--- config.mk ---
export PLATFORM = sky130hd
export DESIGN_NAME = dma_mc
export DESIGN_NICKNAME = d
export VERILOG_FILES = /design/src/rtl/dma_mc.sv
export SDC_FILE = /design/constraint.sdc
export NUM_CORES = 1
export LEC_CHECK = 0
export BUFFER_PORTS_ARGS = -buffer_cell sky130_fd_sc_hd__buf_2
export CELL_PAD_IN_SITES_DETAIL_PLACEMENT = 1
export CELL_PAD_IN_SITES_GLOBAL_PLACEMENT = 2
export CORE_UTILIZATION = 30
export DETAILED_ROUTE_END_ITERATION = 8
export PLACE_DENSITY_LB_ADDON = 0.08
export SETUP_SLACK_MARGIN = 0.2
export SLEW_MARGIN = 20
export SYNTH_ARGS = -nofsm -noshare
export SYNTH_HDL_FRONTEND = slang
export SYNTH_SLANG_ARGS = --single-unit
--- constraint.sdc ---
create_clock -name clk -period 5.2 [get_ports clk]
set_input_delay 0.52 -clock clk [delete_from_list [all_inputs] [get_ports clk]]
set_output_delay 0.52 -clock clk [all_outputs]
set_load 0.02 [all_outputs]
--- src/rtl/dma_mc.sv ---
// Multi-channel descriptor-chained DMA: CSR slave port plus one shared read/write
// master; channels are served round-robin, one descriptor per grant.
module dma_mc #(
    parameter int NCH    = 2,
    parameter int DATA_W = 32,
    parameter int CSR_AW = $clog2(NCH) + 2
) (
    input  logic              clk,
    input  logic              rst,
    output logic              DMA_interrupt,
    output logic              R_req,
    output logic [31:0]       AR_ADDR,
    input  logic [DATA_W-1:0] R_DATA,
    input  logic              R_valid,
    output logic              W_req,
    output logic [31:0]       AW_ADDR,
    output logic [DATA_W-1:0] W_DATA,
    input  logic              W_done,
    input  logic              CEB,
    input  logic              WEB,
    input  logic [CSR_AW-1:0] A,
    input  logic [31:0]       DI,
    output logic [31:0]       DO
);
    localparam int          CW    = (NCH > 1) ? $clog2(NCH) : 1;
    localparam logic [31:0] STEP  = 32'(DATA_W / 8);
    localparam logic [31:0] AMASK = 32'(DATA_W / 8 - 1);

    typedef enum logic [2:0] {IDLE, ARB, DFETCH, CHECK, XRD, XWR, NEXTD} state_t;
    state_t state;

    logic [NCH-1:0]       en, ie, busy, done, err;
    logic [NCH-1:0][31:0] desc_base, ptr, bytes;
    logic [CW-1:0]        cur, last, grant;
    logic                 any_busy;
    logic [1:0]           fidx;
    logic [31:0]          d_src, d_dst, d_len, d_next, off;

    logic [CSR_AW-1:0] ch_sel;
    logic [1:0]        rsel;
    logic [31:0]       rd_val;

    assign ch_sel = A >> 2;
    assign rsel   = A[1:0];

    // first busy channel after the last-served one
    always_comb begin
        logic [CW-1:0] idx;
        idx      = '0;
        grant    = last;
        any_busy = 1'b0;
        for (int i = NCH; i >= 1; i--) begin
            idx = CW'((int'(last) + i) % NCH);
            if (busy[idx]) begin
                grant    = idx;
                any_busy = 1'b1;
            end
        end
    end

    // channels >= NCH never match, so they read as 0
    always_comb begin
        rd_val = '0;
        for (int c = 0; c < NCH; c++) begin
            if (int'(ch_sel) == c) begin
                case (rsel)
                    2'd0:    rd_val = {30'b0, ie[c], en[c]};
                    2'd1:    rd_val = desc_base[c];
                    2'd2:    rd_val = {29'b0, err[c], done[c], busy[c]};
                    default: rd_val = bytes[c];
                endcase
            end
        end
    end

    always_ff @(posedge clk or negedge rst) begin
        if (!rst) begin
            state         <= IDLE;
            en            <= '0;
            ie            <= '0;
            busy          <= '0;
            done          <= '0;
            err           <= '0;
            desc_base     <= '0;
            ptr           <= '0;
            bytes         <= '0;
            cur           <= '0;
            last          <= CW'(NCH - 1);
            fidx          <= '0;
            d_src         <= '0;
            d_dst         <= '0;
            d_len         <= '0;
            d_next        <= '0;
            off           <= '0;
            R_req         <= 1'b0;
            AR_ADDR       <= '0;
            W_req         <= 1'b0;
            AW_ADDR       <= '0;
            W_DATA        <= '0;
            DO            <= '0;
            DMA_interrupt <= 1'b0;
        end else begin
            if (!CEB && WEB)
                DO <= rd_val;
            DMA_interrupt <= |((done | err) & ie);

            // software first: hardware updates below take precedence on conflict
            for (int c = 0; c < NCH; c++) begin
                if (!CEB && !WEB && int'(ch_sel) == c) begin
                    case (rsel)
                        2'd0: begin
                            en[c] <= DI[0];
                            ie[c] <= DI[1];
                            if (DI[0] && !en[c] && !busy[c]) begin
                                busy[c]  <= 1'b1;
                                ptr[c]   <= desc_base[c];
                                bytes[c] <= '0;
                            end
                        end
                        2'd1: desc_base[c] <= DI;
                        2'd2: begin
                            if (DI[1]) done[c] <= 1'b0;
                            if (DI[2]) err[c]  <= 1'b0;
                        end
                        default: ;
                    endcase
                end
            end

            case (state)
                IDLE: if (any_busy) state <= ARB;
                ARB: begin
                    if (!any_busy) begin
                        state <= IDLE;
                    end else if (!en[grant]) begin
                        busy[grant] <= 1'b0;
                        last        <= grant;
                    end else begin
                        cur     <= grant;
                        last    <= grant;
                        fidx    <= '0;
                        off     <= '0;
                        R_req   <= 1'b1;
                        AR_ADDR <= ptr[grant];
                        state   <= DFETCH;
                    end
                end
                DFETCH: begin
                    if (R_req && R_valid) begin
                        R_req <= 1'b0;
                        case (fidx)
                            2'd0:    d_src  <= R_DATA[31:0];
                            2'd1:    d_dst  <= R_DATA[31:0];
                            2'd2:    d_len  <= R_DATA[31:0];
                            default: d_next <= R_DATA[31:0];
                        endcase
                        fidx <= fidx + 2'd1;
                        if (fidx == 2'd3) state <= CHECK;
                    end else if (!R_req) begin
                        R_req   <= 1'b1;
                        AR_ADDR <= ptr[cur] + {28'b0, fidx, 2'b00};
                    end
                end
                CHECK: begin
                    if (!en[cur]) begin
                        busy[cur] <= 1'b0;
                        state     <= ARB;
                    end else if (((d_src | d_dst | d_len) & AMASK) != '0) begin
                        err[cur]  <= 1'b1;
                        en[cur]   <= 1'b0;
                        busy[cur] <= 1'b0;
                        state     <= ARB;
                    end else if (d_len == '0) begin
                        state <= NEXTD;
                    end else begin
                        state <= XRD;
                    end
                end
                XRD: begin
                    if (R_req && R_valid) begin
                        R_req  <= 1'b0;
                        W_DATA <= R_DATA;
                        if (!en[cur]) begin
                            busy[cur] <= 1'b0;
                            state     <= ARB;
                        end else begin
                            state <= XWR;
                        end
                    end else if (!R_req) begin
                        if (!en[cur]) begin
                            busy[cur] <= 1'b0;
                            state     <= ARB;
                        end else begin
                            R_req   <= 1'b1;
                            AR_ADDR <= d_src + off;
                        end
                    end
                end
                XWR: begin
                    if (W_req && W_done) begin
                        W_req      <= 1'b0;
                        off        <= off + STEP;
                        bytes[cur] <= bytes[cur] + STEP;
                        if (!en[cur]) begin
                            busy[cur] <= 1'b0;
                            state     <= ARB;
                        end else if (off + STEP == d_len) begin
                            state <= NEXTD;
                        end else begin
                            state <= XRD;
                        end
                    end else if (!W_req) begin
                        W_req   <= 1'b1;
                        AW_ADDR <= d_dst + off;
                    end
                end
                NEXTD: begin
                    if (d_next[0]) begin
                        done[cur] <= 1'b1;
                        en[cur]   <= 1'b0;
                        busy[cur] <= 1'b0;
                    end else begin
                        ptr[cur] <= d_next & 32'hFFFF_FFFC;
                    end
                    state <= ARB;
                end
                default: state <= IDLE;
            endcase
        end
    end
endmodule

==> Implementation_results.wiki, run 1 <==
{| class="wikitable"
! Metric !! Value
|-
| Total via count in the routed design || 21000
|-
| Clock transition at the registers of the reported paths || about 0.060 ns
|-
| Endpoint type of the worst setup path || flip-flop
|-
| Initial antenna violation count || 3
|-
| Overall Global Routing Usage || 0.210
|-
| Fraction of registers with async set or reset after synthesis || 1.00
|-
| Cell chosen for the clock root || sky130_fd_sc_hd__clkbuf_16
|-
| Starting density of the core || 0.304
|-
| Predominant post-synthesis flop cell || sky130_fd_sc_hd__dfrtp_1
|-
| Share of the clock period used by the worst path || 0.798
|-
| Count of input and output buffers || 203
|-
| Wire length per cell after detailed routing || between 20 and 25 um
|-
| Weighted congestion at the end of routability-driven global placement || between 0.8 and 0.9
|-
| Max_cap viols || 0
|-
| Crit Path Max Fanout || 53
|-
| Cts repair resizes || 0
|-
| Number of slew-limit violations in the final report || 0
|-
| Post-synth design cell area || between 0.02 and 0.03 sq mm
|-
| Number of design-rule violations left by the first detailed-router iteration || 939
|-
| Top routing layer in use || met4
|-
| Final setup violating endpoints || 0
|-
| Placeable Area || 0.0886 sq mm
|-
| Total Neg Setup Slack || 0 ns
|-
| Via-to-Cell Ratio || 5.30
|-
| Wire length after detailed routing || 94100 um
|-
| DRT antenna net count || 0
|-
| Final hold slack || approximately 0.0078 ns
|-
| Die Outline Area || 0.0910 sq mm
|-
| Cell count after synthesis || 2581
|-
| Setup Buffers After CTS || 0
|-
| Result of the run || complete, but fails checks
|-
| Met3 Wirelength || slightly above 3000 um
|-
| Met2 Routed Length || 43000 um
|-
| Failing checks || design-rule violations
|-
| Number of global-route vias before repair || 22500
|-
| Metal-1 WL || between 40000 and 50000 um
|-
| Mean instance size in the synthesized netlist || between 10 and 15 sq um
|-
| Clock insertion delay at the later pin of the skew report || 0.60 ns
|-
| Number of library cell types mapped by synthesis || 88
|-
| Net count after synthesis || 2721
|-
| Detailed-router iteration count before antenna repair || 8
|-
| Pin slew with the least headroom to its limit || 1.01 ns
|-
| Total overflow reported by the global router || 0
|-
| Worst EP required || 5.65 ns
|-
| Peak clock frequency supported by timing || 0.241 GHz
|-
| Data arrival time of the worst path || 4.60 ns
|-
| Setup repair after global routing missed its margin || no
|-
| Num Clock Sinks || 497
|-
| Share of post-route cells with drive strength above 1 || 0.242
|-
| Worst slew margin || 0.328
|-
| Total clock buffers created by CTS || 66
|-
| Number of hold violations in the final report || 0
|-
| First-pass GRT wire length || 146000 um
|-
| Quantity of hold-fixing buffers added after cts || 0
|-
| Area Growth Syn to Fin || 17.2%
|-
| Cell type with the largest total area after synthesis || sky130_fd_sc_hd__dfrtp_1
|-
| Startpoint-to-endpoint class of the critical path || flip-flop to flip-flop
|-
| P per Cell Area || 463 mW/mm^2
|-
| Clock tree from TritonCTS || yes
|-
| Worst min-delay path category || input port to asynchronous set/reset pin
|-
| X dimension of the die || slightly above 300 um
|-
| Biggest area contributors in the synthesized netlist || sky130_fd_sc_hd__dfrtp_1 (46%), sky130_fd_sc_hd__mux2_2 (10%), sky130_fd_sc_hd__o21ai_0 (4.6%)
|-
| Setup clock skew after layout || 0.0281 ns
|-
| Reported leakage power || ~14 nW
|-
| Sequential-to-total area share from yosys stat || 0.462
|-
| Total of flip-flops plus latches after synthesis || 497
|-
| Number of warnings issued by yosys || 0
|-
| Fin nets || 2892
|-
| Filler Cell Count || 9856
|-
| Number of rows in the core area || ~110
|-
| Count of H-tree levels built during CTS || 3
|-
| Peak supply drop || 0.214 mV
|-
| Top-area cell type share of the netlist area || 0.461
|-
| Clock period minus final worst setup slack || 4.15 ns
|-
| Die outline height || 302 um
|-
| Post-layout total power || about 0.015 W
|-
| Type of origin of the critical path || flip-flop
|-
| DP HPWL || 68500 um
|-
| Number of flops mapped to enable cells by yosys || 0
|-
| Largest net degree at the start of global routing || around 110
|-
| Drc violations || 28
|-
| Number of I/O pins || roughly 200
|-
| Maximum root-to-sink buffer count || 3
|}
-- kinds of logic (layout without fill, tap and decap cells) --
logic type | Yosys count | in the layout | synth area share
simple gates | 702 | 702 | 0.124
compound gates | 631 | 631 | 0.146
flops | 497 | 497 | 0.462
mux | 395 | 395 | 0.173
buf+inv | 177 | 396 | 0.0273
xor+xnor | 111 | 111 | 0.0366
fa+ha+maj | 68 | 68 | 0.0318
other cells | 0 | 2 | 0
-- Yosys cell counts, types with 24 or more instances --
library cell / count
sky130_fd_sc_hd__nand2_1: 266
sky130_fd_sc_hd__ha_1: 66
sky130_fd_sc_hd__xor2_1: 41
sky130_fd_sc_hd__nor2_1: 173
sky130_fd_sc_hd__and3_1: 24
sky130_fd_sc_hd__mux2_2: 241
sky130_fd_sc_hd__buf_1: 28
sky130_fd_sc_hd__a21o_1: 28
sky130_fd_sc_hd__inv_1: 30
sky130_fd_sc_hd__o31ai_1: 46
sky130_fd_sc_hd__nand3_1: 63
sky130_fd_sc_hd__clkbuf_1: 91
sky130_fd_sc_hd__o21ai_0: 245
sky130_fd_sc_hd__dfrtp_1: 496
sky130_fd_sc_hd__mux4_2: 32
sky130_fd_sc_hd__mux2i_1: 122
sky130_fd_sc_hd__xnor2_1: 69
sky130_fd_sc_hd__a22o_1: 30
sky130_fd_sc_hd__a21oi_1: 122
-- metal layers --
metal  vias up  GRT usage
li1       9785          -
met1     10800      0.302
met2       333      0.332
met3       104     0.0248
met4         0     0.0580
met5         -          0
-- critical path, cell delays in order (launching register included) --
cell and delay [ns]:
sky130_fd_sc_hd__dfrtp_4 0.87, sky130_fd_sc_hd__buf_4 0.71, sky130_fd_sc_hd__mux2i_1 0.29, sky130_fd_sc_hd__a2111oi_2 0.60, sky130_fd_sc_hd__nand4_1 0.46, sky130_fd_sc_hd__nor4_1 0.44
sky130_fd_sc_hd__xor2_1 0.17, sky130_fd_sc_hd__o22ai_1 0.10, sky130_fd_sc_hd__a2bb2oi_1 0.15, sky130_fd_sc_hd__o211ai_1 0.12
-- power breakdown --
part           switching, W  internal, W
logic               0.00248      0.00167
clock network       0.00183      0.00300
registers          0.000955      0.00468
total               0.00526      0.00935
-- placed cells by master (no fill, tap or decap), drive strengths merged, types with 41 or more instances in the layout --
cell and n:
clkbuf 93, o21ai 246, xnor2 69, mux2 241, o31ai 47, nand2 266, ha 66, a21oi 122
nand3 63, mux2i 122, nor2 174, xor2 41, buf 249, dfrtp 496
-- area by class of cell --
type	instances	area, sq um	area share
multi-input cells	1907	13900	0.439
flip-flops and latches	497	12400	0.394
clock buffers	93	1980	0.0627
well taps	1165	1460	0.0461
repair buffers	249	1420	0.0450
clock inverters	23	304	0.00963
inverters	31	116	0.00368
diodes	2	5.00	0.000158
-- worst paths after layout --
kind / startpoint / end / slack, ns / cells past startpoint
max: cur / AR_ADDR[31] / 1.05 / 9
min: rst / DO[2] / 0.008 / 1
max reg2reg: cur / AR_ADDR[31] / 1.05 / 9
min reg2reg: AW_ADDR[2] / AW_ADDR[2] / 0.48 / 2
max in group asynchronous: rst / bytes[12] / 3.93 / 2
min in group clk: R_valid / R_req / 0.17 / 2
-- sequential cells by signal (all words and copies together) (netlist names) --
register / cells
bytes: 64
W_DATA: 32
AR_ADDR: 32
fidx: 2
W_req: 1
busy: 2
d_src: 32
DMA_interrupt: 1
off: 30
state: 3
R_req: 1
d_next: 31
ptr: 64
d_dst: 32
cur: 1
ie: 2
err: 2
desc_base: 64
last: 1
d_len: 32
DO: 32
done: 2
AW_ADDR: 32
en: 2
-- through the flow --
| stage | instances | worst slack [ns] | area [sq um] | util |
|---|---|---|---|---|
| after floorplan | 2581 | 1.01 | 26900 | - |
| after global placement | 3849 | 1.15 | 29300 | 0.331 |
| after detailed placement | 3849 | 1.04 | 29300 | 0.331 |
| after CTS | 3965 | 1.04 | 31600 | 0.356 |
| after global routing | 3965 | 0.789 | 31600 | 0.356 |
| final | 3967 | 1.05 | 31600 | 0.356 |
Note: power is estimated with default switching activity, not from simulation.
==> run 2: changes to the inputs <==
Settings changed: ABC_AREA set to 1.
Clock period 5.2 ns to 4.15 ns, I/O delays scaled along.
==> Implementation_results.wiki, run 2 <==
{| class="wikitable"
! Metric !! Value
|-
| Result of the run || finished, final reports clean
|-
| Overall Global Routing Usage || 0.257 (+0.0465)
|-
| P per Cell Area || 639 mW/mm^2 (+38%)
|-
| Startpoint-to-endpoint class of the critical path || flip-flop to flip-flop
|-
| Cell type with the largest total area after synthesis || sky130_fd_sc_hd__dfrtp_1
|-
| DP HPWL || 92300 um (+35%)
|-
| Initial antenna violation count || 9 (+6)
|-
| Worst min-delay path category || input port to flip-flop
|-
| Most common cell in the netlist || sky130_fd_sc_hd__nand2_1
|-
| Minimum setup slack after placement || 1.03 ns (-0.0100 ns)
|-
| Area Growth Syn to Fin || 16.3%
|-
| Commonest cells after routing, fill and taps aside || sky130_fd_sc_hd__nand2_1 (911), sky130_fd_sc_hd__o21ai_0 (529), sky130_fd_sc_hd__dfrtp_1 (495)
|-
| Top-area cell type share of the netlist area || 0.445 (-0.0158)
|-
| Number of hold violations in the final report || 0 (unchanged)
|-
| CP delay by family, top || compound AO/OA/AOI/OAI gates
|-
| Starting density of the core || 0.303 (-0.000476)
|-
| Number of warnings issued by yosys || 0 (unchanged)
|-
| Wire length after detailed routing || 120000 um (+28%)
|-
| Total clock buffers created by CTS || 66 (unchanged)
|-
| Setup repair after global routing missed its margin || no
|-
| Clock insertion delay at the later pin of the skew report || 0.63 ns (+0.03 ns)
|-
| Number of I/O pins || 204 (unchanged)
|-
| Top post-synthesis cells by count || sky130_fd_sc_hd__nand2_1 (917), sky130_fd_sc_hd__o21ai_0 (529), sky130_fd_sc_hd__dfrtp_1 (496)
|-
| Predominant post-synthesis flop cell || sky130_fd_sc_hd__dfrtp_1
|-
| Share of post-route cells with drive strength above 1 || 0.118 (-0.124)
|-
| Data arrival time of the worst path || 3.67 ns (-0.93 ns)
|-
| Clock transition at the registers of the reported paths || 0.06 ns (about the same)
|-
| Number of design-rule violations left by the first detailed-router iteration || 1746 (+86%)
|-
| Placed cells || 5039 (+31%)
|-
| Number of flops mapped to enable cells by yosys || 0 (unchanged)
|-
| Worst EP required || 4.66 ns (-0.99 ns)
|-
| Die Outline Area || 0.0942 sq mm (+3.5%)
|-
| Endpoint type of the worst setup path || flip-flop
|-
| Fraction of registers with async set or reset after synthesis || 1.00 (unchanged)
|-
| Setup clock skew after layout || 0.0250 ns (-0.00312 ns)
|-
| Fin nets || 4005 (+38%)
|-
| Most common library cell in the layout ignoring fill and taps || sky130_fd_sc_hd__nand2_1
|-
| First-pass GRT wire length || 180000 um (+23%)
|-
| Net count after synthesis || 3841 (+41%)
|-
| Detailed-router iteration count before antenna repair || 5 (-3)
|-
| Num Clock Sinks || 497 (unchanged)
|-
| Sequential-to-total area share from yosys stat || 0.446 (-0.0158)
|-
| Weighted congestion at the end of routability-driven global placement || 0.915 (+9.4%)
|-
| Post-synth design cell area || 0.0279 sq mm (+3.6%)
|-
| Number of global-route vias before repair || 26500 (+18%)
|-
| Type of origin of the critical path || flip-flop
|-
| Die outline height || 307 um (+1.8%)
|-
| Reported leakage power || 15.5 nW (+9.8%)
|-
| DRT antenna net count || 0 (unchanged)
|-
| Placeable Area || 0.0919 sq mm (+3.7%)
|-
| Total of flip-flops plus latches after synthesis || 497 (unchanged)
|-
| Maximum root-to-sink buffer count || 3 (unchanged)
|-
| Cell count after synthesis || 3701 (+43%)
|-
| Share of the clock period used by the worst path || 0.761 (-0.0377)
|-
| Wire length per cell after detailed routing || 23.3 um (-1.7%)
|-
| Number of library cell types mapped by synthesis || 62 (-30%)
|-
| Total Neg Setup Slack || 0 ns (unchanged)
|-
| Worst slew margin || 0.275 (-0.0529)
|-
| Total overflow reported by the global router || 0 (unchanged)
|-
| Cell chosen for the clock root || sky130_fd_sc_hd__clkbuf_16
|-
| Via-to-Cell Ratio || 5.05 (-4.7%)
|-
| Peak supply drop || 0.256 mV (+20%)
|-
| Total via count in the routed design || 26100 (+24%)
|-
| Pin slew with the least headroom to its limit || 1.09 ns (+0.0806 ns)
|-
| Setup Buffers After CTS || 0 (unchanged)
|-
| Count of H-tree levels built during CTS || 3 (unchanged)
|-
| Crit Path Max Fanout || 10 (-81%)
|-
| Count of input and output buffers || 203 (unchanged)
|-
| Cell with the largest stage delay on the worst path || sky130_fd_sc_hd__o21ai_0
|-
| X dimension of the die || 307 um (+1.8%)
|-
| Clock tree from TritonCTS || yes
|-
| Number of slew-limit violations in the final report || 0 (unchanged)
|-
| Final setup violating endpoints || 0 (unchanged)
|-
| Post-Layout Cell Count || 5160 (+30%)
|-
| CP most frequent cell || sky130_fd_sc_hd__nand2_1
|-
| Critical path, cell by cell || ha_1, a21oi_1, o21ai_0, a21boi_0, o21ai_0, nand2_1, nand2_1, a21oi_1, or2_2, nand3_1, nand2_1
|-
| Number of rows in the core area || 111 (+1.8%)
|-
| Final WS setup || 0.993 ns (-0.0553 ns)
|-
| Largest net degree at the start of global routing || 100 (-5.7%)
|-
| Max_cap viols || 0 (unchanged)
|-
| Drc violations || 0 (-100%)
|-
| Biggest area contributors in the synthesized netlist || sky130_fd_sc_hd__dfrtp_1 (44%), sky130_fd_sc_hd__nand2_1 (12%), sky130_fd_sc_hd__o21ai_0 (9.5%)
|-
| Mean instance size in the synthesized netlist || 7.54 sq um (-28%)
|-
| Longest individual stage delay on the worst path || 0.72 ns (-0.15 ns)
|-
| Peak clock frequency supported by timing || 0.317 GHz (+32%)
|-
| Clock period minus final worst setup slack || 3.16 ns (-0.995 ns)
|-
| Biggest regs || bytes (64), desc_base (64), ptr (64)
|-
| WP buf/inv || 0 (-1)
|}
run 2: logic make-up (layout without fill, tap and decap cells):
logic type	count (synthesis)	after routing	share of synthesized area
and+or+nand+nor	1531	1531	0.230
AOI/OAI and AO/OA	969	969	0.194
other	0	4	0
adders and majority gates	67	67	0.0303
muxes	1	1	0.000359
buffers and inverters	585	797	0.0828
xor gates and xnor gates	51	51	0.0165
DFF	497	497	0.446
run 2: repair_timing:
action / 4_1_cts / 5_1_grt
resized for setup: 0 / 0
hold buffers: 1 / 0
endpoints found under the hold margin: 60 / 0
run 2: layer usage:
metal  up-vias  share of wire  GRT usage
met2       452           0.46      0.412
met5         -              0          0
met3       128          0.039     0.0343
met1     12900           0.48      0.360
li1      12600              -          -
met4         0          0.024     0.0725
run 2: path summary, 6_finish.rpt:
check                           start  depth (start not counted)  slack [ns]       endpoint
setup / recovery               off[2]                         11        0.99    AW_ADDR[20]
max in group asynchronous         rst                          3        2.68      bytes[11]
setup reg to reg               off[2]                         11        0.99    AW_ADDR[20]
hold / removal                  DI[6]                          3        0.05  desc_base[38]
hold reg to reg            AW_ADDR[1]                          2        0.48     AW_ADDR[1]
min in group asynchronous         rst                          2        0.40      d_next[5]
run 2: final cells by class:
| type | instances | area (sq um) |
|---|---|---|
| flip-flops and latches | 497 | 12400 |
| diodes | 4 | 10.0 |
| clock buffers | 97 | 1910 |
| well taps | 1243 | 1560 |
| clock inverters | 19 | 262 |
| repair buffers | 247 | 1450 |
| inverters | 434 | 1630 |
| fillers | 11300 | 59500 |
| multi-input cells | 2619 | 13200 |
run 2: worst register-to-register path: stages, from the launching register on:
cell and delay (ns):
sky130_fd_sc_hd__dfrtp_1 0.56, sky130_fd_sc_hd__ha_1 0.28, sky130_fd_sc_hd__a21oi_1 0.11, sky130_fd_sc_hd__o21ai_0 0.72, sky130_fd_sc_hd__a21boi_0 0.36, sky130_fd_sc_hd__o21ai_0 0.35, sky130_fd_sc_hd__nand2_1 0.08, sky130_fd_sc_hd__nand2_1 0.10
sky130_fd_sc_hd__a21oi_1 0.08, sky130_fd_sc_hd__or2_2 0.27, sky130_fd_sc_hd__nand3_1 0.07, sky130_fd_sc_hd__nand2_1 0.05
run 2: power by group:
part	switching, W	total [W]	internal, W
registers	0.00137	0.00769	0.00632
clock network	0.00236	0.00587	0.00351
logic	0.00487	0.00716	0.00230
total	0.00860	0.0207	0.0121
run 2: metrics by stage:
stage / utilization / power (W) / cell area, sq um / hold WS [ns]
6_report: 0.353 / 0.0207 / 32400 / 0.0549
5_1_grt: 0.353 / 0.0221 / 32400 / 0.0575
2_1_floorplan: - / 0.0119 / 27900 / 0.119
4_1_cts: 0.353 / 0.0210 / 32400 / 0.0175
3_3_place_gp: 0.329 / 0.0149 / 30300 / 0.455
3_5_place_dp: 0.329 / 0.0149 / 30300 / 0.468
